**config.mk**
```make
export PLATFORM = sky130hd
export DESIGN_NAME = mem_port_arbiter
export DESIGN_NICKNAME = d
export VERILOG_FILES = /design/src/rtl/mem_port_arbiter.sv
export SDC_FILE = /design/constraint.sdc
export NUM_CORES = 1
export LEC_CHECK = 0
export ABC_CLOCK_PERIOD_IN_PS = 3050
export BUFFER_PORTS_ARGS = -buffer_cell sky130_fd_sc_hd__buf_4
export CAP_MARGIN = 30
export CORE_MARGIN = 4
export CORE_UTILIZATION = 45
export CTS_CLUSTER_SIZE = 40
export DETAILED_ROUTE_END_ITERATION = 8
export PLACE_DENSITY_LB_ADDON = 0.25
export SLEW_MARGIN = 20
export SYNTH_ARGS = -nofsm -noshare
export SYNTH_HDL_FRONTEND = slang
export SYNTH_SLANG_ARGS = --single-unit
```
**constraint.sdc**
```tcl
create_clock -name clk -period 3.05 [get_ports clk]
set_input_delay 0.1525 -clock clk [delete_from_list [all_inputs] [get_ports clk]]
set_output_delay 0.1525 -clock clk [all_outputs]
set_load 0.02 [all_outputs]
```
**src/rtl/mem_port_arbiter.sv**
```systemverilog
`default_nettype none
// ============================================================================
// Module   : mem_port_arbiter
// Purpose  : Shares one single-ported memory between an instruction-fetch
//            requester (IF) and a data requester (DM). DM normally wins, but
//            IF is guaranteed a grant after STARVE_MAX back-to-back DM grants.
//            A stuck memory is detected by a BUSY-cycle timeout.
// Revision : 1.0 - initial release
// ============================================================================
module mem_port_arbiter #(
   parameter int ADDR_W     = 10,
   parameter int STARVE_MAX = 4,
   parameter int TIMEOUT    = 255
) (
   input  logic              clk,
   input  logic              rst,
   // instruction fetch requester
   input  logic              if_req,
   input  logic [ADDR_W-1:0] if_addr,
   output logic [31:0]       if_rdata,
   output logic              if_valid,
   // data requester
   input  logic              dm_req,
   input  logic              dm_we,
   input  logic [1:0]        dm_wsize,
   input  logic [ADDR_W-1:0] dm_addr,
   input  logic [31:0]       dm_wdata,
   output logic [31:0]       dm_rdata,
   output logic              dm_valid,
   // pipeline stalls
   output logic              stall_if,
   output logic              stall_dm,
   // shared memory port
   output logic              mem_req,
   output logic              mem_we,
   output logic [ADDR_W-1:0] mem_addr,
   output logic [31:0]       mem_wdata,
   output logic [1:0]        mem_wsize,
   input  logic [31:0]       mem_rdata,
   input  logic              mem_ack,
   // sticky timeout flag
   output logic              err
);

   localparam int SW = (STARVE_MAX < 1) ? 1 : $clog2(STARVE_MAX + 1);
   localparam int BW = (TIMEOUT < 2)    ? 1 : $clog2(TIMEOUT + 1);
   localparam logic [SW-1:0] STARVE_LIM = SW'(STARVE_MAX);
   localparam logic [BW-1:0] BUSY_LIM   = BW'(TIMEOUT);

   typedef enum logic [2:0] {
      IDLE    = 3'd0,
      BUSY_IF = 3'd1,
      BUSY_DM = 3'd2,
      DONE_IF = 3'd3,
      DONE_DM = 3'd4
   } state_t;

   state_t          state;
   state_t          state_nx;
   logic [SW-1:0]   starve_cnt;
   logic [BW-1:0]   busy_cnt;
   logic            timeout_hit;

   // The access is abandoned once the current BUSY cycle is the TIMEOUT-th one
   assign timeout_hit = (busy_cnt == BUSY_LIM) && !mem_ack;

   // Stalls hold the requesting stage until its completion pulse
   assign stall_if = if_req & ~if_valid;
   assign stall_dm = dm_req & ~dm_valid;

   // State register
   always_ff @(posedge clk) begin
      if (rst) state <= IDLE;
      else     state <= state_nx;
   end

   // Arbitration, next-state and memory-port drive
   always_comb begin
      state_nx  = state;
      mem_req   = 1'b0;
      mem_we    = 1'b0;
      mem_addr  = '0;
      mem_wdata = '0;
      mem_wsize = '0;
      if_valid  = 1'b0;
      dm_valid  = 1'b0;
      case (state)
         IDLE: begin
            if (dm_req && (!if_req || (starve_cnt < STARVE_LIM))) state_nx = BUSY_DM;
            else if (if_req)                                       state_nx = BUSY_IF;
         end
         BUSY_IF: begin
            mem_req  = 1'b1;
            mem_addr = if_addr;
            if (mem_ack || timeout_hit) state_nx = DONE_IF;
         end
         BUSY_DM: begin
            mem_req   = 1'b1;
            mem_we    = dm_we;
            mem_addr  = dm_addr;
            mem_wdata = dm_wdata;
            mem_wsize = dm_wsize;
            if (mem_ack || timeout_hit) state_nx = DONE_DM;
         end
         DONE_IF: begin
            if_valid = 1'b1;
            state_nx = IDLE;
         end
         DONE_DM: begin
            dm_valid = 1'b1;
            state_nx = IDLE;
         end
         default: state_nx = IDLE;
      endcase
   end

   // Fairness counter, BUSY-cycle counter, read-data capture and error flag
   always_ff @(posedge clk) begin
      if (rst) begin
         starve_cnt <= '0;
         busy_cnt   <= '0;
         err        <= 1'b0;
         if_rdata   <= '0;
         dm_rdata   <= '0;
      end else begin
         case (state)
            IDLE: begin
               // BUSY cycles are numbered from 1, so preload on a grant
               busy_cnt <= (state_nx == IDLE) ? '0 : BW'(1);
               if (!if_req || (state_nx == BUSY_IF))
                  starve_cnt <= '0;
               else if ((state_nx == BUSY_DM) && (starve_cnt != STARVE_LIM))
                  starve_cnt <= starve_cnt + 1'b1;
            end
            BUSY_IF: begin
               if (mem_ack) begin
                  if_rdata <= mem_rdata;
                  busy_cnt <= '0;
               end else if (timeout_hit) begin
                  if_rdata <= '0;
                  err      <= 1'b1;
                  busy_cnt <= '0;
               end else begin
                  busy_cnt <= busy_cnt + 1'b1;
               end
            end
            BUSY_DM: begin
               if (mem_ack) begin
                  // a store returns no data; the last load value is kept
                  if (!dm_we) dm_rdata <= mem_rdata;
                  busy_cnt <= '0;
               end else if (timeout_hit) begin
                  dm_rdata <= '0;
                  err      <= 1'b1;
                  busy_cnt <= '0;
               end else begin
                  busy_cnt <= busy_cnt + 1'b1;
               end
            end
            default: ;
         endcase
      end
   end

endmodule
`default_nettype wire

```
After elaboration in Yosys (flattened, before gate mapping):

Cells that the tools add are included.

* add/sub/neg operators: 2
* magnitude comparators: 1
* eq/ne operators: 9
* bitwise logic cells: 5
* multiplexer cells: 22
* reduce and logical (&&, ||, !) cells: 18

Operators by type and width (number)
* two-way mux 32 bit: 5
* case mux 10 bit (2 select lines): 1
* two-way mux 3 bit: 6
* two-way mux 8 bit: 2
* case mux 8 bit (2 select lines): 1
* == test 3 x 2 -> 1 bit (second input constant): 3
* case mux 3 bit (3 select lines): 1
* adder 8 x 1 -> 8 bit (second input constant): 1
* == test 8 bit (second input constant): 1
* == test 3 x 1 -> 1 bit (second input constant): 2
* zero test 3 bit: 2
* AND reduction 3 bit: 2
* nonzero test 2 bit: 3
* two-way mux 1 bit: 5
* AND reduction 2 bit: 2
* adder 3 x 1 -> 3 bit (second input constant): 1
* == test 3 bit (second input constant): 1
* logical AND 1 bit: 3
* logical OR 1 bit: 3
* < comparator 3 bit (second input constant): 1
* inequality test 3 bit (second input constant): 1
* NOT 1 bit: 3
* AND 1 bit: 2
* zero test 1 bit: 2
* 3 further kinds: 3

* input bits: 92
* register bits after elaboration: 79
* word-level logic and storage cells: 63

Longest topological paths before layout:

* word-level depth: 9
* depth in mapped cells: 7
* mapped depth without buffers: 5

Worst setup path after synthesis:

OpenSTA, ideal clock, no wires.

* kind: reg-to-reg
* start point: reg busy_cnt[0]
* end point: reg if_rdata[0]
* clock period less this slack: 1.596 ns
* arrival: 1.526 ns
* cell stages (with the launch flop): 8
* setup slack: 1.454 ns
* library setup time: 0.070 ns
* path through: dfxtp_1 -> ha_1 -> and3_1 -> buf_2 -> a21oi_2 -> clkbuf_1 -> o21ai_0 -> a21oi_1

* longest elaborated chain between the ends: 4

RTL lines
* start, declared: RTL line 61 `logic [BW-1:0] busy_cnt;`
* start signal, assigned: RTL line 129 `busy_cnt <= (state_nx == IDLE) ? '0 : BW'(1);`
* start signal, assigned: RTL line 144 `busy_cnt <= busy_cnt + 1'b1;`
* start signal, assigned: RTL line 157 `busy_cnt <= busy_cnt + 1'b1;`
* == test 8 bit: RTL line 65 `assign timeout_hit = (busy_cnt == BUSY_LIM) && !mem_ack;`
* logical AND 1 bit: RTL line 65
* nonzero test 2 bit (no line)
* AND reduction 2 bit (no line)
* end signal, assigned: RTL line 137 `if_rdata <= mem_rdata;`
* end, declared: RTL line 20 `output logic [31:0] if_rdata,`

No other way between the ends.
A chain may end at the register's enable or synchronous reset.

Final worst setup path:

* start point: reg busy_cnt[0]
* end point: reg if_rdata[9]

The elaborated chain is that of the path after synthesis.

==> impl_metrics.json <==
{
  "min_path_type": "in -> reg",
  "cp-end-kind": "register",
  "dpl_cell_area_um2": 5270,
  "dpl.hpwl_um": 9320,
  "finalHoldViolations": 0,
  "cp_max_fo": 20,
  "slew_violations": 0,
  "min_from": "mem_rdata[5]",
  "die_h_um": 99.0,
  "clk_pin_slew_ns": 0.08,
  "synth.mux.area_fraction": 0.00268,
  "final_nets": 723,
  "cp_slowest_cell": "a21oi_2",
  "grt_pass1_wl_um": 20000,
  "path_class": "reg -> reg",
  "place_congestion": 0.880,
  "synth-async-reset-ratio": 0,
  "yosys.area_share.simple": 0.221,
  "post_cts_resized": 0,
  "min_period_ns": 2.13,
  "finalWirelength_um": 13000,
  "fmax_mhz": 470,
  "ys.flop_type": "dfxtp_1",
  "reg2regPathDepth": 6,
  "cts_hold_buf": 0,
  "start_util": 0.473,
  "diodes": 0,
  "cpPeakStageDelay_ns": 0.51,
  "pwr-share-seq": 0.415,
  "synthToLayoutAreaGrowth_pct": 48.0,
  "syn_inst": 450,
  "clk_latency_ns": 0.36,
  "powerDensity_nw_per_um2": 497,
  "synth_top_family_by_area": "compound AO/OA/AOI/OAI gates",
  "dr.pass1.iters": 5,
  "core_area_um2": 7890,
  "grt_use_total": 0.249,
  "syn-num-nets": 545,
  "dieArea_um2": 9810,
  "pin_count": 207,
  "hold_ws_ns": 0.0810,
  "ant_nets": 0,
  "p_int_mw": 1.92,
  "fin_crit_sh": 0.698,
  "hold_path_depth": 3,
  "hold_end": "if_rdata[5]$_SDFFE_PP0P_",
  "critPathRequiredTime_ns": 3.33,
  "wl_per_cell_um": 17.6,
  "ctsRootBufferMaster": "clkbuf_8",
  "worstPathArrival_ns": 2.41,
  "cp_cell_sequence": "ha_1 > and3_1 > a21oi_2 > buf_4 > o21ai_0 > a21oi_1",
  "cap_violations": 0,
  "synth_fa_ha_area_frac": 0.0101,
  "finalInstanceArea_um2": 5520,
  "htree_levels": 3,
  "switching_share": 0.299,
  "overflow": 0,
  "cts_max_path_buffers": 2,
  "clock_sinks": 79,
  "synth_area_um2": 3730,
  "p_leak_nw": 2.34,
  "first_iter_violations": 314,
  "worstMarginPinSlew_ns": 0.925,
  "power_frac_comb": 0.241,
  "status": "complete, no violations",
  "yosysWarnings": 0,
  "clkPwrFrac": 0.344,
  "ys_seq_elements": 79,
  "io_buffers": 206,
  "synth-edff-count": 0,
  "yosysSeqAreaShare": 0.424,
  "rsz0062_at_grt": "false",
  "fin_setup_tns_ns": 0,
  "grt_pass1_vias": 3816,
  "dieWidth_um": 99.0,
  "r2r_setup_slack_ns": 0.92,
  "grt_max_degree": 78,
  "synth-xor-area-share": 0.00470,
  "rows": 32,
  "timing.rr.end": "if_rdata[9]$_SDFFE_PP0P_",
  "antenna_found_initial": 0,
  "cts_buffers": 9,
  "startpoint_type": "register",
  "yosysUniqueCellTypes": 42,
  "drive_gt1_frac": 0.378,
  "drcViolationCount": 0,
  "num_vias": 4164,
  "synth_compound_area_frac": 0.281,
  "skew_ns": 0.00915,
  "switchingPower_mw": 0.819,
  "cts_tree": "done",
  "power_mw": 2.74,
  "drt-vias-per-instance": 5.67,
  "slew_headroom": 0.383,
  "regToRegStartpoint": "busy_cnt[0]$_SDFFE_PP0P_",
  "avgSynthCellArea_um2": 8.29,
  "setup_viol": 0,
  "post_cts_buffers": 0,
  "max-vdd-ir-drop_v": 0.000554
}
cell families (layout without fill, tap and decap cells):
kind of cell	Yosys count	in the layout
AO/OA/AOI/OAI	165	165
flip-flops	79	79
adder cells (fa/ha/maj)	3	3
AND/OR/NAND/NOR	150	150
XOR/XNOR	2	2
buffers and inverters	50	233
multiplexers	1	1
worst max path at each step:
stage                              from                   endpoint  slack (ns)  cells past startpoint
6_report       busy_cnt[0]$_SDFFE_PP0P_   if_rdata[9]$_SDFFE_PP0P_        0.92                      6
3_3_place_gp   busy_cnt[0]$_SDFFE_PP0P_   if_rdata[8]$_SDFFE_PP0P_        1.08                      6
2_1_floorplan  busy_cnt[0]$_SDFFE_PP0P_   if_rdata[0]$_SDFFE_PP0P_        1.45                      7
5_1_grt        busy_cnt[0]$_SDFFE_PP0P_  if_rdata[13]$_SDFFE_PP0P_        0.78                      6
3_5_place_dp   busy_cnt[0]$_SDFFE_PP0P_  if_rdata[14]$_SDFFE_PP0P_        0.97                      6
4_1_cts        busy_cnt[0]$_SDFFE_PP0P_  if_rdata[13]$_SDFFE_PP0P_        0.97                      6
worst max-delay path, delay by kind of cell, from the launching register on:
family / cells / cell delay [ns]
compound gates: 3 / 0.82
buf+inv: 1 / 0.32
flops: 1 / 0.36
simple gates: 1 / 0.31
fa+ha+maj: 1 / 0.25
per-layer routing:
layer	vias to the layer above	GRT usage	wire length, um
li1	2017	-	-
met1	1964	0.325	5370
met2	170	0.390	6270
met3	13	0.103	1270
met4	0	0.0431	66
met5	-	0	0
synth_stat cells (2+ instances only):
cell type / instances / share of area
a211oi_2: 3 / 0.010
a21oi_1: 69 / 0.093
a22o_1: 10 / 0.023
a31oi_1: 6 / 0.010
a32oi_1: 33 / 0.078
and2_1: 35 / 0.059
and3_1: 3 / 0.0050
and4_1: 2 / 0.0047
buf_1: 4 / 0.0040
buf_2: 6 / 0.0081
buf_4: 4 / 0.0081
clkbuf_1: 33 / 0.033
dfxtp_1: 79 / 0.42
ha_1: 3 / 0.010
inv_1: 3 / 0.0030
nand2_1: 11 / 0.011
nand2b_1: 4 / 0.0067
nand3_1: 69 / 0.093
nand3b_1: 3 / 0.0060
nor2_1: 10 / 0.010
nor2b_1: 2 / 0.0034
nor3_1: 2 / 0.0027
o21ai_0: 33 / 0.044
o21ai_1: 4 / 0.0054
xor2_1: 2 / 0.0047
power by group through the flow:
stage / logic, mW / registers (mW) / clock network [mW]
2_1_floorplan: 0.317 / 1.20 / 0
3_3_place_gp: 0.649 / 1.16 / 0
3_5_place_dp: 0.660 / 1.16 / 0
4_1_cts: 0.662 / 1.14 / 0.956
5_1_grt: 0.709 / 1.14 / 1.00
6_report: 0.662 / 1.14 / 0.943
layout make-up:
cell class / count / area, um2
clock buffers: 9 / 124
fillers: 661 / 2370
flip-flops and latches: 79 / 1580
multi-input cells: 321 / 1950
well taps: 102 / 128
clock inverters: 7 / 120
repair buffers: 214 / 1610
inverters: 3 / 11.3
per-stage QoR:
step / setup slack, ns / util / cells
after global routing: 0.783 / 0.699 / 735
after CTS: 0.970 / 0.699 / 735
after global placement: 1.08 / 0.668 / 719
after floorplan: 1.45 / - / 450
final: 0.921 / 0.699 / 735
after detailed placement: 0.975 / 0.668 / 719
layout by cell type, fill, tap and decap left out, types with 10 or more instances in the layout:
cell type,n
a21oi_1,69
a32oi_1,33
a22o_1,10
o21ai_0,33
buf_4,214
nand3_1,69
dfxtp_1,79
nand2_1,11
and2_1,35
state kept, by name, indices dropped and copies added, names as in the netlist:
| signal | flops |
|---|---|
| err | 1 |
| busy_cnt | 8 |
| starve_cnt | 3 |
| if_rdata | 32 |
| state | 3 |
| dm_rdata | 32 |
(Power assumes the default switching activity.)
